`config.mk`:
```
export PLATFORM = sky130hd
export DESIGN_NAME = matmul_arbiter
export DESIGN_NICKNAME = d
export VERILOG_FILES = /design/src/rtl/matmul_arbiter.sv
export SDC_FILE = /design/constraint.sdc
export NUM_CORES = 1
export LEC_CHECK = 0
export BUFFER_PORTS_ARGS = -buffer_cell sky130_fd_sc_hd__buf_2
export CORE_AREA = 3 3 304 306
export DETAILED_ROUTE_END_ITERATION = 12
export DIE_AREA = 0 0 307 309
export GPL_TIMING_DRIVEN = 0
export SETUP_SLACK_MARGIN = 0.4
export SLEW_MARGIN = 20
export SYNTH_ARGS = -nofsm -noshare
export SYNTH_HDL_FRONTEND = slang
export SYNTH_SLANG_ARGS = --single-unit
export TNS_END_PERCENT = 10
```
`constraint.sdc`:
```
create_clock -name clk_i -period 5.1 [get_ports clk_i]
set_input_delay 0.255 -clock clk_i [delete_from_list [all_inputs] [get_ports clk_i]]
set_output_delay 0.255 -clock clk_i [all_outputs]
set_load 0.005 [all_outputs]
```
`src/rtl/matmul_arbiter.sv`:
```
// Round-robin arbiter sharing one matrix_mul between N_REQ requesters; one job in flight at a time.
// Optional WAIT timeout enabled by defining MATMUL_ARB_TIMEOUT_EN.
module matmul_arbiter #(
  parameter int unsigned N_REQ   = 3,
  parameter int unsigned IDW     = 2,
  parameter int unsigned DRAIN   = 16,
  parameter int unsigned TIMEOUT = 255
) (
  input  logic                   clk_i,
  input  logic                   rst_i,
  input  logic [N_REQ-1:0]       req_i,
  input  logic [2*N_REQ-1:0]     req_op_i,
  input  logic [128*N_REQ-1:0]   req_vec_i,
  output logic [N_REQ-1:0]       gnt_o,
  output logic                   done_o,
  output logic [127:0]           res_o,
  output logic [IDW-1:0]         res_id_o,
  output logic                   err_o,
  output logic                   busy_o,
  output logic                   mm_nd_o,
  output logic                   mm_invert_v_nd_o,
  output logic                   mm_normalize_o,
  output logic                   mm_t_mode_o,
  output logic [127:0]           mm_v_o,
  input  logic [127:0]           mm_u_i,
  input  logic                   mm_rdy_i
);

  localparam int unsigned DW = (DRAIN > 1) ? $clog2(DRAIN) : 1;

  typedef enum logic [2:0] {StDrain, StIdle, StIssue, StWait, StDone} state_e;

  state_e           state_q, state_d;
  logic [DW-1:0]    drain_q, drain_d;
  logic [IDW-1:0]   ptr_q, ptr_d;
  logic [IDW-1:0]   idx_q, idx_d;
  logic [1:0]       op_q, op_d;
  logic [127:0]     vec_q, vec_d;
  logic [N_REQ-1:0] gnt_q, gnt_d;
  logic             nd_q, nd_d;
  logic             inv_q, inv_d;
  logic             done_q, done_d;
  logic [127:0]     res_q, res_d;
  logic [IDW-1:0]   res_id_q, res_id_d;
  logic             busy_q;
  logic             err_d;

  logic             found;
  int unsigned      win;
  int unsigned      cand;

  // First asserted request at or after the pointer, wrapping modulo N_REQ.
  always_comb begin
    found = 1'b0;
    win   = 0;
    cand  = 0;
    for (int unsigned i = 0; i < N_REQ; i++) begin
      cand = 32'(ptr_q) + i;
      if (cand >= N_REQ) cand = cand - N_REQ;
      if (!found && |(req_i & (N_REQ'(1) << cand))) begin
        found = 1'b1;
        win   = cand;
      end
    end
  end

`ifdef MATMUL_ARB_TIMEOUT_EN
  logic [7:0] tmo_q, tmo_d;
  logic       err_q;
  logic       tmo_hit;

  assign tmo_d   = (state_q == StWait) ? tmo_q + 8'd1 : 8'd0;
  assign tmo_hit = (state_q == StWait) && !mm_rdy_i && (tmo_q == 8'(TIMEOUT - 1));

  always_ff @(posedge clk_i) begin
    if (rst_i) begin
      tmo_q <= '0;
      err_q <= 1'b0;
    end else begin
      tmo_q <= tmo_d;
      err_q <= err_d;
    end
  end

  assign err_o = err_q;
`else
  logic tmo_hit;
  assign tmo_hit = 1'b0;
  assign err_o   = 1'b0;
`endif

  always_comb begin
    state_d  = state_q;
    drain_d  = drain_q;
    ptr_d    = ptr_q;
    idx_d    = idx_q;
    op_d     = op_q;
    vec_d    = vec_q;
    gnt_d    = '0;
    nd_d     = 1'b0;
    inv_d    = 1'b0;
    done_d   = 1'b0;
    res_d    = res_q;
    res_id_d = res_id_q;
    err_d    = 1'b0;
    unique case (state_q)
      StDrain: begin
        if (drain_q == DW'(DRAIN - 1)) begin
          drain_d = '0;
          state_d = StIdle;
        end else begin
          drain_d = drain_q + 1'b1;
        end
      end
      StIdle: begin
        if (found) begin
          idx_d   = IDW'(win);
          op_d    = 2'(req_op_i >> (2 * win));
          vec_d   = 128'(req_vec_i >> (128 * win));
          gnt_d   = N_REQ'(1) << win;
          ptr_d   = IDW'((win + 1 == N_REQ) ? 32'd0 : win + 1);
          state_d = StIssue;
        end
      end
      StIssue: begin
        nd_d    = (op_q != 2'b11);
        inv_d   = (op_q == 2'b11);
        state_d = StWait;
      end
      StWait: begin
        if (mm_rdy_i) begin
          res_d    = mm_u_i;
          res_id_d = idx_q;
          done_d   = 1'b1;
          state_d  = StDone;
        end else if (tmo_hit) begin
          // Result is left untouched; matrix_mul is presumed wedged, so drain it again.
          done_d  = 1'b1;
          err_d   = 1'b1;
          state_d = StDrain;
        end
      end
      StDone:  state_d = StIdle;
      default: state_d = StDrain;
    endcase
  end

  always_ff @(posedge clk_i) begin
    if (rst_i) begin
      state_q  <= StDrain;
      drain_q  <= '0;
      ptr_q    <= '0;
      idx_q    <= '0;
      op_q     <= '0;
      vec_q    <= '0;
      gnt_q    <= '0;
      nd_q     <= 1'b0;
      inv_q    <= 1'b0;
      done_q   <= 1'b0;
      res_q    <= '0;
      res_id_q <= '0;
      busy_q   <= 1'b0;
    end else begin
      state_q  <= state_d;
      drain_q  <= drain_d;
      ptr_q    <= ptr_d;
      idx_q    <= idx_d;
      op_q     <= op_d;
      vec_q    <= vec_d;
      gnt_q    <= gnt_d;
      nd_q     <= nd_d;
      inv_q    <= inv_d;
      done_q   <= done_d;
      res_q    <= res_d;
      res_id_q <= res_id_d;
      busy_q   <= (state_d != StIdle);
    end
  end

  // Operands are only presented while a job owns matrix_mul.
  logic active;
  assign active = (state_q == StIssue) || (state_q == StWait);

  assign gnt_o            = gnt_q;
  assign done_o           = done_q;
  assign res_o            = res_q;
  assign res_id_o         = res_id_q;
  assign busy_o           = busy_q;
  assign mm_nd_o          = nd_q;
  assign mm_invert_v_nd_o = inv_q;
  assign mm_v_o           = active ? vec_q : '0;
  assign mm_normalize_o   = active && (op_q == 2'b01);
  assign mm_t_mode_o      = active && (op_q == 2'b10);

endmodule

```
## Yosys cells after proc, flatten, opt, wreduce, memory -nomap -nowiden

Index checks and enable logic that the tools add are counted.

- Register bits: 278
- Output and inout port bits: 268
- Logic and storage cells: 80

- Add/subtract/negate cells: 7
- $lt $le $gt $ge: 3
- Equal/unequal tests: 11
- Shift operators: 6
- Mux-type cells: 17
- Bitwise gates (word level): 7
- Reduce and logical (&&, ||, !) cells: 16

Operators with widths:

| cell | number |
|---|---|
| >> shifter 384 x 32 -> 128 bit | 1 |
| 2-to-1 mux 32 bit | 6 |
| 2-to-1 mux 128 bit | 1 |
| << shifter 1 x 32 -> 3 bit (first input constant) | 4 |
| adder 32 x 1 -> 32 bit (second input constant) | 1 |
| equality test 32 x 2 -> 1 bit (second input constant) | 1 |
| >> shifter 6 x 32 -> 2 bit | 1 |
| one-hot mux 3 bit (5 select lines) | 1 |
| OR reduction 3 bit | 4 |
| AND 3 bit | 3 |
| 2-to-1 mux 3 bit | 3 |
| subtractor 3 x 2 -> 4 bit (second input constant) | 2 |
| equality test 3 x 2 -> 1 bit (second input constant) | 2 |
| >= comparator 3 x 2 -> 1 bit (second input constant) | 2 |
| adder 4 x 1 -> 4 bit (second input constant) | 1 |
| equality test 2 bit (second input constant) | 2 |
| equality test 4 bit (second input constant) | 1 |
| logical AND 1 bit | 4 |
| 2-to-1 mux 1 bit | 4 |
| 2-to-1 mux 4 bit | 1 |
| NOT 1 bit | 4 |
| AND reduction 2 bit | 2 |
| OR reduction 2 bit | 2 |
| adder 2 x 1 -> 3 bit (second input constant) | 1 |
| 12 further kinds | 13 |

## Logic depth before layout (Yosys ltp)

- Depth in word-level cells: 15
- Depth in mapped cells: 19
- Gate-level depth less buffers: 16

## Worst setup path before layout

Ideal clock, no wire load.

- Kind: register to register
- Start: reg ptr_q[1]
- End: reg ptr_q[0]
- Library setup time: 0.117 ns
- Arrival time: 3.832 ns
- Required time: 4.983 ns
- Setup slack: 1.151 ns
- Stages on the path, launching flop included: 20
- Clock period less this slack: 3.949 ns
- Cell sequence: dfxtp_1 > inv_1 > ha_1 > buf_6 > or4b_4 > a211oi_4 > or2_4 > buf_6 > o31ai_1 > inv_2 > buf_2 > ha_1 > nand3_1 > ha_1 > nand3b_1 > nor4_1 > nand4_1 > mux2i_1 > nor3_1 > a22o_1

- Longest elaborated chain between the ends: 15

RTL lines:

| item | line | RTL |
|---|---|---|
| start, declared | 35 | `logic [IDW-1:0] ptr_q, ptr_d;` |
| start signal, assigned | 166 | `ptr_q <= ptr_d;` |
| branches (longest 11 deep; another with subtractor 3 x 2 -> 4 bit) | -- |  |
| 2-to-1 mux 32 bit * | 60 | `if (!found && \|(req_i & (N_REQ'(1) << cand))) begin` |
| named net win[1] | 49 | `int unsigned win;` |
| adder 32 x 1 -> 32 bit * | 121 | `ptr_d = IDW'((win + 1 == N_REQ) ? 32'd0 : win + 1);` |
| equality test 32 x 2 -> 1 bit * | 121 |  |
| 2-to-1 mux 2 bit * | 121 |  |

Mark *: on every way through the listed nets, which the timed path passes.
A chain may end at the register's enable or synchronous reset.

## Worst setup path after layout

Same ends and word-level chain as after synthesis.

==> impl_metrics.toml <==
[route]
vias = 19600
drt_iter0_drc = 1645
drc = 0
drt_pass1_iterations = 8
viasPerCell = 4.75
wl_um = 88900
wl_per_cell_um = 21.6
antenna_left = 0

[placed_design]
dpl_cell_area_mm2 = 0.0205
gp_congestion = 0.923
post-dp-hpwl_um = 69500
dpl.cell_count = 3885
place.port_buffers = 787

[job]
drv_cap = 0

[sta]
layout_min_cycle_time_ps = 4390
fin_worst_skew_ps = 14.3
min_period_over_period_pct = 86.0
slew_headroom_pct = 20.9
worst_slew_pin_slew_ps = 1180
hold_violations = 0
setup_viol = 0
rsz0062_at_grt = "no"
max_freq_mhz = 228
slew_viol_final = 0
fin_setup_tns_ps = 0

[floorplan]
die_area_mm2 = 0.0949
coreArea_mm2 = 0.0899
start_util_pct = 16.8
pin_count = 792
die_y_um = 309
die_w_um = 307
num_rows = 110

[yosys]
synth_compound_area_share_pct = 23.0
yosys_warnings = 0
ys_types = 52
synth_most_common_cell = "nand2_1"
synth_commonest_cells = "532 x nand2_1, 278 x dfxtp_1, 260 x a32o_1, 187 x clkbuf_1, 132 x a21oi_1"
synth_edf_count = 0
synth_simple_gate_area_share_pct = 32.7
ys.flop_type = "dfxtp_1"
ys_seq_elements = 278
syn_area_mm2 = 0.0151
ys_seq_area_share_pct = 36.9
synthTopCellsByArea = "dfxtp_1 37%, a32o_1 17%, nand2_1 13%, or4_1 6.5%, and2_1 5.4%"
synth_top_area_share_pct = 36.9
synth_top_family_by_area = "simple AND/OR/NAND/NOR gates"
synth.area.mux_share_pct = 0.199
syn_nets = 2457
netlist_instances = 1921
synth-adder-area-share_pct = 0.995
synth_xor_area_share_pct = 0.0580
synthArstFlopShare_pct = 0
yosysTopAreaCell = "dfxtp_1"
avgSynthCellArea_um2 = 7.86

[hold_path]
min_to = "vec_q[49]"
min_delay_path_depth = 4
hp-start = "req_vec_i[305]"
hold_path.class = "in -> reg"

[clock_tree]
cts.sinks = 278
cts_root_buffer = "clkbuf_16"
numCtsBuffers = 35
clk_pin_slew_ps = 60
h-tree-depth = 2
clock_latency_ps = 560
clockBufferDepth = 3
cts_tree = "built"

[power]
swShare_pct = 26.8
p_sw_mw = 1.51
pwr-share-clk_pct = 47.1
ir_worst_vdd_uv = 228
power.density_mw_per_mm2 = 241
p_leak_nw = 9.90
p_int_mw = 4.12
p_seq_share_pct = 38.7
power_mw = 5.63
pwr-share-comb_pct = 14.2

[worst_setup_path]
crit_slowest_cell = "or4b_4"
cp_data_required_time_ps = 5550
end_kind = "flip-flop"
start_kind = "flip-flop"
regToRegEndpoint = "ptr_q[0]"
r2r_setup_slack_ps = 710
worstPathMaxFanout = 12
cpMostUsedCell = "ha_1"
crit_chain = "inv_1 > ha_1 > buf_6 > or4b_4 > a211oi_4 > or2_4 > buf_6 > o31ai_4 > inv_2 > buf_8 > ha_1 > nand3_1 > ha_1 > nand3b_1 > nor4_4 > nand3b_1 > mux2i_1 > nor3_1 > a22o_1"
r2r_start = "ptr_q[1]"
worstSetupPathType = "reg -> reg"
rr_worst_depth = 19
critPathTopFamily = "simple AND/OR/NAND/NOR gates"
worstPathArrival_ps = 4840
critical_path_depth = 19
slowest_delay_ps = 510
crit_buf_inv = 5

[status]
status = "finished clean"

[grt]
track_usage_pct = 17.4
grt_max_degree = 14
grt_pass1_wl_um = 124000
grt_pass1_vias = 19000
gr-total-overflow = 0
antenna_found_initial = 38

[final_layout]
areaGrowthSynthToFinish_pct = 54.6
final_cell_area_mm2 = 0.0233
nNetsFinal = 3433
final_cell_count_no_fill = 4121
drive_gt1_share_pct = 30.5
utilization_pct = 26.0
==> cell type report <==
type | instances | area, um^2
Tap cell | 1176 | 1470
Clock buffer | 49 | 978
Clock inverter | 14 | 211
Inverter | 7 | 26.3
Timing Repair Buffer | 939 | 5480
Buffer | 221 | 913
Antenna cell | 22 | 55.1
Fill cell | 9919 | 66500
Sequential cell | 278 | 5570
Multi-Input combinational cell | 1415 | 8630
==> power groups by stage <==
| stage | logic [mW] | clock network, mW | registers [mW] |
|---|---|---|---|
| finish | 0.798 | 2.65 | 2.18 |
| CTS | 0.787 | 2.74 | 2.18 |
| global route | 0.859 | 2.80 | 2.18 |
| global placement | 0.690 | 0 | 2.22 |
| floorplan | 0.310 | 0 | 2.22 |
| detailed placement | 0.691 | 0 | 2.22 |
==> layout by cell type (no fill, tap or decap), drive strengths merged, types with 3 or more instances in the layout <==
| master | count |
|---|---|
| inv | 10 |
| nand2 | 532 |
| diode | 22 |
| and3 | 4 |
| a32o | 260 |
| a31oi | 4 |
| a21oi | 132 |
| and2 | 131 |
| nor3 | 3 |
| nor2b | 3 |
| o21ai | 5 |
| nor2 | 21 |
| mux2i | 3 |
| buf | 823 |
| clkbuf | 236 |
| nand3 | 4 |
| dlygate4sd3 | 150 |
| or3 | 131 |
| nand2b | 3 |
| ha | 12 |
| nand4b | 3 |
| or4 | 130 |
| clkinv | 4 |
| a211oi | 3 |
| bufinv | 4 |
| dfxtp | 278 |
| clkinvlp | 3 |
==> flip-flops by register name, indices dropped and copies added, names as in the netlist <==
name / flops
res_o: 128
gnt_o: 3
mm_nd_o: 1
mm_invert_v_nd_o: 1
done_o: 1
res_id_o: 2
vec_q: 128
state_q: 3
op_q: 2
ptr_q: 2
busy_o: 1
idx_q: 2
drain_q: 4
==> metrics by stage <==
step	worst slack, ps	hold WS (ps)
floorplan	1150	391
global placement	-506	439
detailed placement	-296	443
CTS	445	0.415
global route	416	26.4
finish	714	45.3
==> worst max-delay path by stage <==
| stage | slack, ps | endpoint | start |
|---|---|---|---|
| 5_1_grt | 420 | ptr_q[0] | ptr_q[1] |
| 3_3_place_gp | -510 | ptr_q[0] | ptr_q[1] |
| 4_1_cts | 450 | ptr_q[0] | ptr_q[1] |
| 2_1_floorplan | 1150 | ptr_q[0] | ptr_q[1] |
| 3_5_place_dp | -300 | ptr_q[0] | ptr_q[1] |
| 6_report | 710 | ptr_q[0] | ptr_q[1] |
==> routing by layer <==
metal	routed length, um	GRT usage, %	part of all wire [%]
met5	90	0	0.10
met4	3180	6.81	3.6
met3	8570	5.59	9.6
met2	41500	29.1	47
met1	35600	20.7	40
==> worst min-delay path: stages <==
cell,delay (ps)
buf_2,80
nand2_1,40
nand2_1,50
a32o_1,150
==> kinds of logic (layout without fill, tap and decap cells) <==
kind of cell / after synthesis / in the layout
and+or+nand+nor: 978 / 978
AOI/OAI and AO/OA: 419 / 419
DFF: 278 / 278
buffers and inverters: 228 / 1230
adders and majority gates: 12 / 12
muxes: 3 / 3
other: 2 / 24
xor gates and xnor gates: 1 / 1
==> repair_timing <==
action	CTS	global route
hold buffers	150	0
gates resized for setup	3	4
endpoints found under the hold margin	150	0
setup endpoints to repair	2	2
buffers inserted	1	0
Power figures use the tool's default switching activity.
